[src/rtl/hwgen_player.sv]
// hwgen_player
// Replays hwgen records as AXI-Stream packets. Each record is one header beat
// followed by payload beats. The header holds the magic number, the original
// packet length in bytes and an inter-frame gap in clock cycles. The header is
// consumed and not forwarded. After the gap, the payload passes through with
// zero latency. The last beat is marked and its byte strobes are trimmed to
// the original length.
//
// Ports
//   clk, rst          : single rising-edge clock, synchronous active-high reset
//   en                : allows a new header to be accepted
//   s_axis_*          : hwgen record input stream (tvalid/tready/tlast/tdata/tstrb)
//   m_axis_*          : replayed packet stream (tvalid/tready/tlast/tdata/tstrb)
//   pkt_done          : one-cycle pulse after a packet completes normally
//   err_magic         : one-cycle pulse after a header with a bad magic number
//   err_len           : one-cycle pulse after any length inconsistency
//   pkt_cnt           : number of packets emitted with m_axis_tlast, wrapping
//   busy              : high whenever a record is in progress
module hwgen_player #(
  parameter logic [15:0] MAGIC      = 16'h6969,
  parameter int          DATA_WIDTH = 64
) (
  input  logic                      clk,
  input  logic                      rst,
  input  logic                      en,
  input  logic                      s_axis_tvalid,
  output logic                      s_axis_tready,
  input  logic                      s_axis_tlast,
  input  logic [DATA_WIDTH-1:0]     s_axis_tdata,
  input  logic [DATA_WIDTH/8-1:0]   s_axis_tstrb,
  output logic                      m_axis_tvalid,
  input  logic                      m_axis_tready,
  output logic                      m_axis_tlast,
  output logic [DATA_WIDTH-1:0]     m_axis_tdata,
  output logic [DATA_WIDTH/8-1:0]   m_axis_tstrb,
  output logic                      pkt_done,
  output logic                      err_magic,
  output logic                      err_len,
  output logic [31:0]               pkt_cnt,
  output logic                      busy
);

  typedef enum logic [1:0] {HDR, GAP, DATA, DROP} state_t;

  state_t      state_q, state_d;
  logic [15:0] len_q;
  logic [15:0] beats_q;
  logic [31:0] gap_q;
  logic [15:0] beat_cnt_q;
  logic        pkt_done_q, err_magic_q, err_len_q;
  logic [31:0] pkt_cnt_q;

  logic        done_set, magic_set, len_set, cnt_inc;
  logic        hdr_fire, s_fire, is_final;
  logic [15:0] hdr_magic, hdr_len;
  logic [31:0] hdr_ifg;
  logic [7:0]  final_strb;

  assign hdr_magic = s_axis_tdata[15:0];
  assign hdr_len   = s_axis_tdata[31:16];
  assign hdr_ifg   = s_axis_tdata[63:32];

  assign hdr_fire = (state_q == HDR) && en && s_axis_tvalid;
  assign s_fire   = s_axis_tvalid && s_axis_tready;
  // The beat being presented is number beat_cnt_q+1. It is final when that
  // number equals the beat count computed from the header.
  assign is_final = ((beat_cnt_q + 16'd1) == beats_q);
  // A length that is a multiple of 8 fills the last beat. Otherwise only the
  // low len[2:0] bytes of the last beat are valid.
  assign final_strb = (len_q[2:0] == 3'd0) ? 8'hFF : ~(8'hFF << len_q[2:0]);

  // Next-state and stream outputs. In DATA the payload is a combinational
  // pass-through. Event flags are registered, so the pulses appear the cycle
  // after the deciding beat.
  always_comb begin
    state_d       = state_q;
    s_axis_tready = 1'b0;
    m_axis_tvalid = 1'b0;
    m_axis_tdata  = '0;
    m_axis_tstrb  = '0;
    m_axis_tlast  = 1'b0;
    done_set      = 1'b0;
    magic_set     = 1'b0;
    len_set       = 1'b0;
    cnt_inc       = 1'b0;

    case (state_q)
      HDR: begin
        s_axis_tready = en;
        if (hdr_fire) begin
          if (hdr_magic != MAGIC) begin
            magic_set = 1'b1;
            state_d   = DROP;
          end else if (hdr_len == 16'd0) begin
            len_set = 1'b1;
            state_d = DROP;
          end else if (hdr_ifg != 32'd0) begin
            state_d = GAP;
          end else begin
            state_d = DATA;
          end
        end
      end

      GAP: begin
        if (gap_q <= 32'd1) state_d = DATA;
      end

      DATA: begin
        s_axis_tready = m_axis_tready;
        m_axis_tvalid = s_axis_tvalid;
        if (s_axis_tvalid) begin
          m_axis_tdata = s_axis_tdata;
          if (is_final) begin
            m_axis_tlast = 1'b1;
            m_axis_tstrb = final_strb;
          end else if (s_axis_tlast) begin
            m_axis_tlast = 1'b1;
            m_axis_tstrb = s_axis_tstrb;
          end else begin
            m_axis_tstrb = 8'hFF;
          end
        end
        if (s_axis_tvalid && m_axis_tready) begin
          if (is_final) begin
            cnt_inc = 1'b1;
            if (s_axis_tlast) begin
              done_set = 1'b1;
              state_d  = HDR;
            end else begin
              // The source has more beats than the header promised. Drop them.
              len_set = 1'b1;
              state_d = DROP;
            end
          end else if (s_axis_tlast) begin
            cnt_inc = 1'b1;
            len_set = 1'b1;
            state_d = HDR;
          end
        end
      end

      DROP: begin
        s_axis_tready = 1'b1;
        if (s_axis_tvalid && s_axis_tlast) state_d = HDR;
      end

      default: state_d = HDR;
    endcase

    if (rst) begin
      s_axis_tready = 1'b0;
      m_axis_tvalid = 1'b0;
      m_axis_tdata  = '0;
      m_axis_tstrb  = '0;
      m_axis_tlast  = 1'b0;
    end
  end

  // State register, header latches, gap and beat counters, and event pulses.
  always_ff @(posedge clk) begin
    if (rst) begin
      state_q     <= HDR;
      len_q       <= '0;
      beats_q     <= '0;
      gap_q       <= '0;
      beat_cnt_q  <= '0;
      pkt_done_q  <= 1'b0;
      err_magic_q <= 1'b0;
      err_len_q   <= 1'b0;
      pkt_cnt_q   <= '0;
    end else begin
      state_q     <= state_d;
      pkt_done_q  <= done_set;
      err_magic_q <= magic_set;
      err_len_q   <= len_set;
      if (cnt_inc) pkt_cnt_q <= pkt_cnt_q + 32'd1;

      if (hdr_fire) begin
        len_q      <= hdr_len;
        beats_q    <= 16'(({1'b0, hdr_len} + 17'd7) >> 3);
        gap_q      <= hdr_ifg;
        beat_cnt_q <= '0;
      end

      if (state_q == GAP) gap_q <= gap_q - 32'd1;

      if ((state_q == DATA) && s_fire) beat_cnt_q <= beat_cnt_q + 16'd1;
    end
  end

  assign pkt_done  = pkt_done_q;
  assign err_magic = err_magic_q;
  assign err_len   = err_len_q;
  assign pkt_cnt   = pkt_cnt_q;
  assign busy      = (state_q != HDR);

endmodule

[config.mk]
export PLATFORM = sky130hd
export DESIGN_NAME = hwgen_player
export DESIGN_NICKNAME = d
export VERILOG_FILES = /design/src/rtl/hwgen_player.sv
export SDC_FILE = /design/constraint.sdc
export NUM_CORES = 1
export LEC_CHECK = 0
export ABC_CLOCK_PERIOD_IN_PS = 8200
export BUFFER_PORTS_ARGS = -buffer_cell sky130_fd_sc_hd__buf_2
export CORE_MARGIN = 2
export CORE_UTILIZATION = 30
export CTS_BUF_LIST = sky130_fd_sc_hd__clkbuf_4
export CTS_CLUSTER_SIZE = 25
export DETAILED_ROUTE_END_ITERATION = 7
export REMOVE_ABC_BUFFERS = 1
export SKIP_CTS_REPAIR_TIMING = 1
export SYNTH_ARGS = -nofsm -noshare
export SYNTH_HDL_FRONTEND = slang
export SYNTH_SLANG_ARGS = --single-unit
[constraint.sdc]
create_clock -name clk -period 8.2 [get_ports clk]
set_clock_uncertainty 0.05 [all_clocks]
set_input_delay 0.41 -clock clk [delete_from_list [all_inputs] [get_ports clk]]
set_output_delay 0.41 -clock clk [all_outputs]
set_load 0.02 [all_outputs]
==> flow_summary.yaml <==
global_routing:
  grt_pass1_wl_um: 30100
  grt_pass1_vias: 5791
  grt_max_degree: 72
  gr-total-overflow: 0
  antenna_found_initial: 2
  grt_use_total_pct: 16.7
placement:
  port_buffers: 188
  gp_congestion: 0.847
  dpl.hpwl_um: 13400
logic_synthesis:
  synth_top_area_share_pct: 32.7
  seq_area_frac_synth_pct: 32.7
  synth_area_leaders: "dfxtp_1, and3_1, nor2_1"
  synth_cell_type_count: 65
  yosys_warnings: 0
  synth.largest_area_cell: "dfxtp_1"
  avgSynthCellArea_um2: 7.58
  synth-seq-cells: 102
  synth.cell_area_um2: 6250
  synthCells: 824
  synth_edf_count: 0
  synth_async_sr_flop_share_pct: 0
  synth_ff_type: "dfxtp_1"
setup_path:
  cp.required_ns: 8.52
  path_common_cell: "nand3_1"
  worstPathCellList: "ha_1 > nand3_1 > a31o_2 > a2111oi_2 > nand3_1 > nor3b_2 > nand3_2 > ha_1 > and3b_1 > and4_1 > nand3_1 > nor4_2 > nand3_1 > xor2_1 > nor2_1"
  cp_num_buf_inv: 0
  crit_arrival_ns: 4.83
  ff2ff_path_depth: 15
  crit_path_end_kind: "flop"
  timing.rr.start: "beat_cnt_q[0]$_SDFFE_PP0P_"
  critical_path.top_delay_family: "simple AND/OR/NAND/NOR gates"
  startpoint_type: "flop"
  max_stage_delay_ns: 0.47
  crit_type: "reg2reg"
  reg2reg_slack_ns: 3.68
  cp_max_fo: 14
  cpMaxStageDelayCell: "dfxtp_1"
  r2r_end: "pkt_cnt[29]$_SDFFE_PP0P_"
route:
  vias: 6528
  ant_nets: 0
  routedWlPerCell_um: 15.0
  drc_errors: 0
  drt-initial-drc-count: 335
  routed_wl_um: 18700
  drtPass1Iterations: 5
  routed_via_density: 5.24
timing:
  worst-slew-pin-transition_ns: 1.04
  hold_viol: 0
  drv_slew: 0
  period_share_pct: 55.1
  setup_viol: 0
  period_needed_ns: 4.52
  slew_headroom_pct: 30.8
  fmax_ghz: 0.221
  fin_setup_tns_ns: 0
  rsz0062_at_grt: "no"
clock_tree:
  path_clk_slew_ns: 0.17
  htree_levels: 3
  cts_tree: "done"
  clkLatencyLatePin_ns: 0.50
  cts_sinks: 102
  cts_buffer_depth: 2
  clockRootBuffer: "clkbuf_4"
  cts_made_buffers: 9
outcome:
  status: "completed"
final_layout:
  drive_gt1_share_pct: 24.3
  fillCellCount: 2154
  fin_nets: 1056
  mostFrequentLayoutCells: "buf_2, nor2_1, dfxtp_1"
  final_common_cell: "buf_2"
  syn2layout_area_growth_pct: 19.9
power:
  swShare_pct: 33.9
  p_comb_share_pct: 21.7
  power.share.clock_pct: 27.6
  p_int_w: 0.000708
  p_leak_nw: 3.30
  p_seq_share_pct: 50.7
  cellPowerDensity_nw_per_um2: 143
  total_power_w: 0.00107
  switchingPower_w: 0.000363
  ir_worst_vdd_v: 0.0000725
min_path:
  hold_end: "gap_q[17]$_SDFFE_PP0P_"
  hold_path.class: "in2reg"
  min_from: "s_axis_tdata[49]"
  hold_depth: 3
die:
  ios: 189
  die_w_um: 148
  num_rows: 52
  dieArea_um2: 22000
  core-area_um2: 20400
  start_util_pct: 30.7
  die_height_um: 148
run:
  cap_violations: 0
## kinds of logic (layout without fill, tap and decap cells)
group | count (synthesis) | in the layout | synth area share [%]
buffers and inverters | 75 | 226 | 4.81
DFF | 102 | 102 | 32.7
adders and majority gates | 8 | 8 | 1.60
and+or+nand+nor | 415 | 415 | 35.6
xor gates and xnor gates | 57 | 57 | 7.99
muxes | 5 | 5 | 0.841
other | 0 | 1 | 0
AOI/OAI and AO/OA | 162 | 162 | 16.5
## synthesized netlist by cell type, types with 2 or more instances
cell,n
a2111oi_2,2
a211o_1,2
a211oi_1,18
a21oi_1,64
a221oi_1,4
a311oi_1,5
a31oi_1,10
and2_1,3
and3_1,74
and3b_1,2
and4_1,9
buf_1,2
buf_2,9
clkbuf_1,45
dfxtp_1,102
ha_1,8
inv_1,17
mux2_2,2
mux2i_1,3
nand2_1,69
nand2b_1,3
nand3_1,35
nand3_2,2
nand4_1,14
nand4b_1,3
nor2_1,112
nor2b_1,3
nor3_1,21
nor3b_1,3
nor3b_2,2
nor4_1,19
nor4_2,3
o211ai_1,7
o21ai_0,28
o22ai_1,2
o311ai_0,9
or2_2,2
or3_1,19
or3_2,3
or4_1,3
or4b_2,2
xnor2_1,23
xor2_1,34
## metrics by stage
step | instance area, µm² | utilization (%) | setup WS [ns] | hold slack [ns] | instances
after CTS | 7490 | 36.8 | 3.67 | 0.0757 | 1245
after global routing | 7490 | 36.8 | 3.31 | 0.0650 | 1246
after detailed placement | 7330 | 36.0 | 3.70 | 0.423 | 1229
final | 7490 | 36.8 | 3.68 | 0.116 | 1246
after floorplan | 6010 | - | 4.38 | 0.389 | 767
after global placement | 7330 | 36.0 | 3.84 | 0.413 | 1229
## final cells by class
type,instances,area [µm²],area share (%)
diodes,1,2.50,0.0334
clock buffers,9,67.6,0.902
clock inverters,7,92.6,1.24
inverters,18,67.6,0.902
multi-input cells,647,3910,52.2
flip-flops and latches,102,2040,27.3
well taps,270,338,4.51
repair buffers,192,973,13.0
## tightest hold or removal path: stages
cell and delay, ns:
buf_2 0.09, a21oi_1 0.06, nor2_1 0.07
## power groups by stage
stage                     clock (W)  sequential (W)  combinational (W)
after global routing       0.000330        0.000548           0.000259
after detailed placement          0        0.000553           0.000233
final                      0.000295        0.000543           0.000232
after CTS                  0.000308        0.000543           0.000234
after global placement            0        0.000553           0.000232
after floorplan                   0        0.000547           0.000150
## state kept, by name (all words and copies together) (netlist names), 2 cells and up
name / count
beat_cnt_q: 16
beats_q: 14
gap_q: 32
len_q: 3
pkt_cnt: 32
state_q: 2
## how the worst max path moves through the flow
stage,startpoint,endpoint,slack (ns),cells past startpoint
floorplan,beat_cnt_q[0]$_SDFFE_PP0P_,pkt_cnt[13]$_SDFFE_PP0P_,4.38,14
global placement,beat_cnt_q[0]$_SDFFE_PP0P_,pkt_cnt[27]$_SDFFE_PP0P_,3.84,15
detailed placement,beat_cnt_q[0]$_SDFFE_PP0P_,pkt_cnt[29]$_SDFFE_PP0P_,3.70,15
CTS,beat_cnt_q[0]$_SDFFE_PP0P_,pkt_cnt[29]$_SDFFE_PP0P_,3.67,15
global route,beat_cnt_q[0]$_SDFFE_PP0P_,pkt_cnt[29]$_SDFFE_PP0P_,3.31,15
finish,beat_cnt_q[0]$_SDFFE_PP0P_,pkt_cnt[29]$_SDFFE_PP0P_,3.68,15
## metal layers
layer  global-route usage [%]  routed length [µm]
met1                     22.3                8730
met2                     27.6                8710
met3                     3.71                1010
met4                     4.10                 258
met5                        0                   7
Power figures use the tool's default switching activity.
